===== config.mk =====
export PLATFORM = sky130hd
export DESIGN_NAME = kb_scan_ctrl
export DESIGN_NICKNAME = d
export VERILOG_FILES = /design/src/rtl/kb_pkg.sv /design/src/rtl/kb_sync.sv /design/src/rtl/kb_scan_ctrl.sv
export SDC_FILE = /design/constraint.sdc
export NUM_CORES = 1
export LEC_CHECK = 0
export CELL_PAD_IN_SITES_DETAIL_PLACEMENT = 0
export CELL_PAD_IN_SITES_GLOBAL_PLACEMENT = 1
export CORE_ASPECT_RATIO = 0.6
export CORE_MARGIN = 2
export CORE_UTILIZATION = 45
export CTS_CLUSTER_DIAMETER = 30
export DETAILED_ROUTE_END_ITERATION = 7
export GPL_TIMING_DRIVEN = 0
export PLACE_DENSITY = 0.88
export SYNTH_ARGS = -nofsm -noshare
export SYNTH_HDL_FRONTEND = slang
export SYNTH_SLANG_ARGS = --single-unit

===== constraint.sdc =====
create_clock -name clk -period 3.1 [get_ports clk]
set_clock_uncertainty 0.15 [all_clocks]
set_input_delay 0.31 -clock clk [delete_from_list [all_inputs] [get_ports clk]]
set_output_delay 0.31 -clock clk [all_outputs]
set_load 0.02 [all_outputs]

===== src/rtl/kb_pkg.sv =====
// Shared types, constants and column-decode helpers for the matrix keyboard scanner.
package kb_pkg;

    localparam int KB_NROW   = 5;
    localparam int KB_NCOL   = 4;
    localparam int KB_CODE_W = 5;
    localparam int KB_ROW_W  = 3;
    localparam int KB_COL_W  = 2;

    typedef enum logic [1:0] {
        SCAN     = 2'd0,
        DEBOUNCE = 2'd1,
        PRESSED  = 2'd2,
        HOLD     = 2'd3
    } kb_state_t;

    // Returns {single, col}; single is set only when exactly one return line is low.
    function automatic logic [KB_COL_W:0] kb_col_onehot(input logic [KB_NCOL-1:0] col_n);
        logic [KB_COL_W:0] res;
        res = {1'b0, 2'd0};
        case (col_n)
            4'b1110: res = {1'b1, 2'd0};
            4'b1101: res = {1'b1, 2'd1};
            4'b1011: res = {1'b1, 2'd2};
            4'b0111: res = {1'b1, 2'd3};
            default: res = {1'b0, 2'd0};
        endcase
        return res;
    endfunction

    function automatic logic [KB_ROW_W-1:0] kb_next_row(input logic [KB_ROW_W-1:0] row);
        logic [KB_ROW_W-1:0] nxt;
        if (row == 3'(KB_NROW - 1)) begin
            nxt = 3'd0;
        end else begin
            nxt = row + 3'd1;
        end
        return nxt;
    endfunction

endpackage


===== src/rtl/kb_sync.sv =====
// Two-flop synchronizer for asynchronous, pulled-up inputs; resets to the idle (all-ones) level.
module kb_sync #(
    parameter int WIDTH = 4
) (
    input  logic             clk,
    input  logic             rst_n,
    input  logic [WIDTH-1:0] d,
    output logic [WIDTH-1:0] q
);

    logic [WIDTH-1:0] meta_r;
    logic [WIDTH-1:0] sync_r;

    // Metastability chain.
    always_ff @(posedge clk or negedge rst_n) begin
        if (!rst_n) begin
            meta_r <= {WIDTH{1'b1}};
            sync_r <= {WIDTH{1'b1}};
        end else begin
            meta_r <= d;
            sync_r <= meta_r;
        end
    end

    assign q = sync_r;

endmodule


===== src/rtl/kb_scan_ctrl.sv =====
// Matrix keyboard scanner: drives one row low at a time, debounces press and release,
// and reports the accepted key with a one-cycle strobe and a press counter.
module kb_scan_ctrl
    import kb_pkg::*;
#(
    parameter int SCAN_DIV     = 100000,
    parameter int DEBOUNCE_CNT = 20
) (
    input  logic                 clk,
    input  logic                 rst_n,
    input  logic [KB_NCOL-1:0]   K_COL,
    output logic [KB_NROW-1:0]   K_ROW,
    output logic [KB_CODE_W-1:0] key_code,
    output logic                 key_valid,
    output logic                 key_held,
    output logic [7:0]           press_cnt
);

    localparam int              DC_W    = $clog2(SCAN_DIV);
    localparam int              DB_W    = $clog2(DEBOUNCE_CNT + 1);
    localparam logic [DC_W-1:0] DC_LAST = DC_W'(SCAN_DIV - 1);
    localparam logic [DB_W-1:0] DB_DONE = DB_W'(DEBOUNCE_CNT);

    logic [KB_NCOL-1:0]   col_sync_s;
    logic [KB_COL_W:0]    onehot_s;
    logic                 single_s;
    logic [KB_COL_W-1:0]  col_s;
    logic                 sample_s;

    kb_state_t            state_r, state_nxt_s;
    logic [KB_ROW_W-1:0]  row_r, row_nxt_s;
    logic [KB_COL_W-1:0]  cand_col_r, cand_col_nxt_s;
    logic [DC_W-1:0]      dc_r, dc_nxt_s;
    logic [DB_W-1:0]      db_r, db_nxt_s, db_inc_s;
    logic [DB_W-1:0]      rc_r, rc_nxt_s, rc_inc_s;

    logic [KB_NROW-1:0]   k_row_r;
    logic [KB_CODE_W-1:0] key_code_r;
    logic                 key_valid_r;
    logic                 key_held_r;
    logic [7:0]           press_cnt_r;

    kb_sync #(.WIDTH(KB_NCOL)) u_sync (
        .clk   (clk),
        .rst_n (rst_n),
        .d     (K_COL),
        .q     (col_sync_s)
    );

    assign onehot_s = kb_col_onehot(col_sync_s);
    assign single_s = onehot_s[KB_COL_W];
    assign col_s    = onehot_s[KB_COL_W-1:0];
    assign sample_s = (dc_r == DC_LAST);
    assign db_inc_s = db_r + DB_W'(1);
    assign rc_inc_s = rc_r + DB_W'(1);

    // Dwell counter freezes during the single PRESSED cycle so HOLD starts a fresh dwell.
    always_comb begin
        dc_nxt_s = dc_r;
        if (state_r == PRESSED) begin
            dc_nxt_s = dc_r;
        end else if (sample_s) begin
            dc_nxt_s = {DC_W{1'b0}};
        end else begin
            dc_nxt_s = dc_r + DC_W'(1);
        end
    end

    // Next-state logic for scan, press debounce and release debounce.
    always_comb begin
        state_nxt_s    = state_r;
        row_nxt_s      = row_r;
        cand_col_nxt_s = cand_col_r;
        db_nxt_s       = db_r;
        rc_nxt_s       = rc_r;
        case (state_r)
            SCAN: begin
                if (sample_s && single_s) begin
                    cand_col_nxt_s = col_s;
                    db_nxt_s       = DB_W'(1);
                    state_nxt_s    = DEBOUNCE;
                end else if (sample_s) begin
                    row_nxt_s = kb_next_row(row_r);
                end else begin
                    state_nxt_s = SCAN;
                end
            end
            DEBOUNCE: begin
                if (sample_s && single_s && (col_s == cand_col_r)) begin
                    db_nxt_s = db_inc_s;
                    if (db_inc_s == DB_DONE) begin
                        state_nxt_s = PRESSED;
                    end else begin
                        state_nxt_s = DEBOUNCE;
                    end
                end else if (sample_s) begin
                    db_nxt_s    = {DB_W{1'b0}};
                    row_nxt_s   = kb_next_row(row_r);
                    state_nxt_s = SCAN;
                end else begin
                    state_nxt_s = DEBOUNCE;
                end
            end
            PRESSED: begin
                rc_nxt_s    = {DB_W{1'b0}};
                state_nxt_s = HOLD;
            end
            HOLD: begin
                // Only the candidate's column matters; the row stays parked on the held key.
                if (sample_s && col_sync_s[cand_col_r]) begin
                    if (rc_inc_s == DB_DONE) begin
                        rc_nxt_s    = {DB_W{1'b0}};
                        row_nxt_s   = kb_next_row(row_r);
                        state_nxt_s = SCAN;
                    end else begin
                        rc_nxt_s    = rc_inc_s;
                        state_nxt_s = HOLD;
                    end
                end else if (sample_s) begin
                    rc_nxt_s = {DB_W{1'b0}};
                end else begin
                    state_nxt_s = HOLD;
                end
            end
            default: begin
                state_nxt_s = SCAN;
                row_nxt_s   = 3'd0;
                db_nxt_s    = {DB_W{1'b0}};
                rc_nxt_s    = {DB_W{1'b0}};
            end
        endcase
    end

    // Control state registers.
    always_ff @(posedge clk or negedge rst_n) begin
        if (!rst_n) begin
            state_r    <= SCAN;
            row_r      <= 3'd0;
            cand_col_r <= 2'd0;
            dc_r       <= {DC_W{1'b0}};
            db_r       <= {DB_W{1'b0}};
            rc_r       <= {DB_W{1'b0}};
        end else begin
            state_r    <= state_nxt_s;
            row_r      <= row_nxt_s;
            cand_col_r <= cand_col_nxt_s;
            dc_r       <= dc_nxt_s;
            db_r       <= db_nxt_s;
            rc_r       <= rc_nxt_s;
        end
    end

    // Registered outputs, each lagging the control state by one cycle.
    always_ff @(posedge clk or negedge rst_n) begin
        if (!rst_n) begin
            k_row_r     <= 5'b11110;
            key_code_r  <= 5'd0;
            key_valid_r <= 1'b0;
            key_held_r  <= 1'b0;
            press_cnt_r <= 8'd0;
        end else begin
            k_row_r     <= ~(5'b00001 << row_r);
            key_valid_r <= (state_r == PRESSED);
            key_held_r  <= (state_r == PRESSED) || (state_r == HOLD);
            if (state_r == PRESSED) begin
                key_code_r  <= {row_r, cand_col_r};
                press_cnt_r <= press_cnt_r + 8'd1;
            end else begin
                key_code_r  <= key_code_r;
                press_cnt_r <= press_cnt_r;
            end
        end
    end

    assign K_ROW     = k_row_r;
    assign key_code  = key_code_r;
    assign key_valid = key_valid_r;
    assign key_held  = key_held_r;
    assign press_cnt = press_cnt_r;

endmodule


==> qor.csv <==
stage,metric,value,unit
power_and_ir_drop,power per cell area,471,nW/um^2
grt,number of global-route vias before repair,1897,
critical_path,WP data arrival,2680,ps
floorplanning,Std-Cell Rows,22,
synthesis,Post-synth EDFFs,0,
place,IO Port Bufs,25,
grt,overall routing resource usage,0.176,
critical_path,kind of end point of the critical path,register,
final_layout,area added between synthesis and finish,21.1,%
hold_path,start point of the worst min-delay path,u_sync.meta_r[3]$_DFF_PN1_,
synthesis,post-synthesis cell type with the largest combined area,dfrtp_1,
place,total half-perimeter wirelength after legalization and detailed placement,3810,um
timing,remaining max-slew budget at the tightest pin,0.553,
synthesis,leading cell types by total area after synthesis,"dfrtp_1 44%, dfstp_2 11%, nand2_1 6.2%",
cts,level count of the clock H-tree,3,
timing,share of the cycle needed by the critical path after routing,0.845,
routing,Via density,5.03,
cts,clk buf depth,2,
cts,Sink Count,62,
synthesis,Mean Syn Cell Area,10.4,sq um
floorplanning,overall die width,107,um
critical_path,critical path peak fanout,6,
critical_path,cells traversed along the worst timing path,"nor4b_2, nand3_1, nor4_2, o21ai_1, and2_0, or3_1",
floorplanning,die height,65.6,um
timing,worst hold slack across all endpoints,200,ps
critical_path,Reg2Reg Setup Slack,480,ps
hold_path,cell depth of the worst hold path,0,
job,MaxCap Viol Count,0,
synthesis,share of synthesized flip-flops with an asynchronous set or reset,1.00,
cts,root buf cell,clkbuf_8,
routing,DRT antenna net count,0,
critical_path,r2r startpoint,dc_r[11]$_DFFE_PN0N_,
power_and_ir_drop,portion of total power attributed to sequential cells,0.508,
critical_path,required time at the worst-slack endpoint,3170,ps
synthesis,gate count of the mapped netlist,273,
hold_path,Hold Path End,u_sync.q[3]$_DFF_PN1_,
timing,RSZ-0062 raised after global routing,false,
grt,antenna violations before repair,0,
critical_path,startpoint kind of the worst setup timing path,register,
synthesis,flop and latch count out of synthesis,62,
power_and_ir_drop,power dissipated by switching net loads,0.000330,W
timing,final period demand of the worst path,2620,ps
critical_path,delay of the slowest cell on the worst path,640,ps
final_layout,diodes inserted,0,
timing,highest achievable clock rate,382,MHz
routing,wire per inst,13.4,um
critical_path,CP max stage cell,nor4_2,
floorplanning,starting density of the core,0.465,
hold_path,worst min-delay path class,reg2reg,
critical_path,critical path's top delay family,simple AND/OR/NAND/NOR gates,
synthesis,Main synth FF type,dfrtp_1,
critical_path,Critical R2R Capture,rc_r[2]$_DFFE_PN0P_,
timing,Tightest Pin Transition,665,ps
power_and_ir_drop,Int Power,0.00129,W
floorplanning,number of I/O pins,26,
routing,total vias in the final route,2013,
final_layout,filler cell count in the final layout,546,
grt,global-route wire length before repair,9340,um
floorplanning,total die area,6990,sq um
final_layout,final core utilization,0.563,
grt,pin count of the biggest net entering global routing,37,
synthesis,share of synthesized area occupied by flip-flops and latches,0.551,
status,result of the run,completed,
routing,wire length after detailed routing,5340,um
power_and_ir_drop,logic gate share of total power,0.024,
routing,number of DRC markers after the initial detailed-route iteration,54,
timing,total of endpoints with negative setup slack in the final report,0,
synthesis,Netlist Area Pre-Place,2840,sq um
critical_path,Critical Path Source,dc_r[11]$_DFFE_PN0N_,
routing,# DRC,0,
synthesis,share of the synthesized area in the top cell type,0.440,
floorplanning,CORE AREA,6110,sq um
critical_path,number of buffers and inverters on the critical path,0,
cts,clk slew on worst S/H paths,70,ps
final_layout,net count reported at finish,326,
routing,Pre-antenna DRT Iters,4,
synthesis,post-synthesis cell type count,46,
grt,remaining global-route overflow,0,
timing,Final Max Slew Viols,0,
place,RePlAce Congestion,0.813,
final_layout,proportion of layout cells with a drive suffix above 1,0.114,
timing,Fin. Hold Viols,0,
power_and_ir_drop,Net Sw Frac,0.203,
cts,clock tree from TritonCTS,built,
cts,Post-CTS Setup Inserts,0,
cts,Num CTS Buffers,9,
cts,clock latency at the later pin of the worst-skew pair,340,ps
power_and_ir_drop,Clock Power Share,0.469,
synthesis,total nets after synthesis,288,
power_and_ir_drop,leakage power total,1.45,nW
critical_path,number of cells on the worst reg-to-reg path,6,
critical_path,CP Class,reg2reg,
power_and_ir_drop,worst voltage drop across the vdd grid,0.282,mV
synthesis,Yosys warning count,0,
Yosys cell counts (all sizes together), types with 2 or more instances:
master  count
a21oi       7
nand2b      3
o211ai      2
nand2      47
or3         2
dfrtp      50
nand3      18
o21ai      19
and2        2
nand4       4
nor4        2
nor4b       2
nand3b      5
dfstp      12
nor2       19
nor3        4
xnor2      17
xor2        8
and3        3
nor3b       2
ha          9
clkbuf      6
inv        10
a22o        3
timing repair:
| item | in CTS | in global routing |
|---|---|---|
| hold endpoints to repair | 26 | 0 |
| hold buffers | 1 | 0 |
| setup endpoints to repair | 0 | 0 |
| gates resized for setup | 0 | 0 |
cell families after synthesis:
family / synth area share
and+or+nand+nor: 0.213
DFF: 0.551
AOI/OAI and AO/OA: 0.0845
xor gates and xnor gates: 0.0770
buffers and inverters: 0.0229
adders and majority gates: 0.0396
muxes: 0.0119
through the flow:
| stage | setup WS [ps] | area (sq um) | std cells | setup TNS [ps] | power (W) |
|---|---|---|---|---|---|
| 6_report | 482 | 3440 | 400 | 0 | 0.00162 |
| 5_1_grt | 339 | 3440 | 400 | 0 | 0.00170 |
| 4_1_cts | 514 | 3440 | 400 | 0 | 0.00165 |
| 3_5_place_dp | 528 | 3210 | 383 | 0 | 0.000877 |
| 3_3_place_gp | -424 | 3200 | 382 | -20930 | 0.000874 |
| 2_1_floorplan | 774 | 2840 | 273 | 0 | 0.000849 |
flip-flops by register name, summed over array words and instances (netlist names), 3 cells and up:
| register | count |
|---|---|
| u_sync.meta_r | 4 |
| db_r | 5 |
| u_sync.q | 4 |
| K_ROW | 5 |
| row_r | 3 |
| dc_r | 17 |
| rc_r | 5 |
| key_code | 5 |
| press_cnt | 8 |
placed cells by master (no fill, tap or decap), types with 3 or more instances in the layout:
cell | synthesis | layout
dfrtp_1 | 50 | 50
nand2_1 | 47 | 47
clkdlybuf4s50_1 | 0 | 24
nor2_1 | 19 | 19
nand3_1 | 18 | 18
xnor2_1 | 17 | 17
o21ai_0 | 14 | 14
clkbuf_8 | 0 | 13
dfstp_2 | 12 | 12
inv_1 | 10 | 10
ha_1 | 9 | 9
xor2_1 | 8 | 8
clkbuf_1 | 6 | 7
a21oi_1 | 7 | 7
nand3b_1 | 5 | 5
o21ai_1 | 5 | 5
nand4_1 | 4 | 4
nor3_1 | 4 | 4
nand2b_1 | 3 | 3
and3_1 | 3 | 3
a22o_1 | 3 | 3
worst max-delay path by stage:
stage,to,slack [ps],cells past startpoint
finish,rc_r[2]$_DFFE_PN0P_,480,6
detailed placement,rc_r[2]$_DFFE_PN0P_,530,6
floorplan,db_r[2]$_DFFE_PN0P_,770,6
global route,rc_r[2]$_DFFE_PN0P_,340,6
CTS,rc_r[2]$_DFFE_PN0P_,510,6
global placement,dc_r[10]$_DFFE_PN0N_,-420,1
power by group through the flow:
stage | combinational [W] | sequential [W] | clock (W)
floorplan | 0.0000120 | 0.000837 | 0
global placement | 0.0000361 | 0.000838 | 0
detailed placement | 0.0000388 | 0.000838 | 0
CTS | 0.0000400 | 0.000823 | 0.000782
global route | 0.0000445 | 0.000824 | 0.000835
finish | 0.0000383 | 0.000824 | 0.000761
area by class of cell:
class | instances | area (sq um) | share of cell area
timing repair buffer | 27 | 275 | 0.0799
inverter | 10 | 37.5 | 0.0109
buffer | 7 | 27.5 | 0.00799
clock buffer | 14 | 183 | 0.0531
clock inverter | 2 | 37.5 | 0.0109
tap | 84 | 105 | 0.0305
sequential | 62 | 1570 | 0.455
multi-input combinational | 194 | 1210 | 0.352
routing by layer:
| metal | vias up | global-route usage | wire (um) |
|---|---|---|---|
| li1 | 1012 | - | - |
| met4 | 0 | 0.0682 | 73 |
| met2 | 32 | 0.236 | 2160 |
| met3 | 8 | 0.0625 | 185 |
| met5 | - | 0 | 0 |
| met1 | 961 | 0.258 | 2920 |
Note: power is estimated with default switching activity, not from simulation.
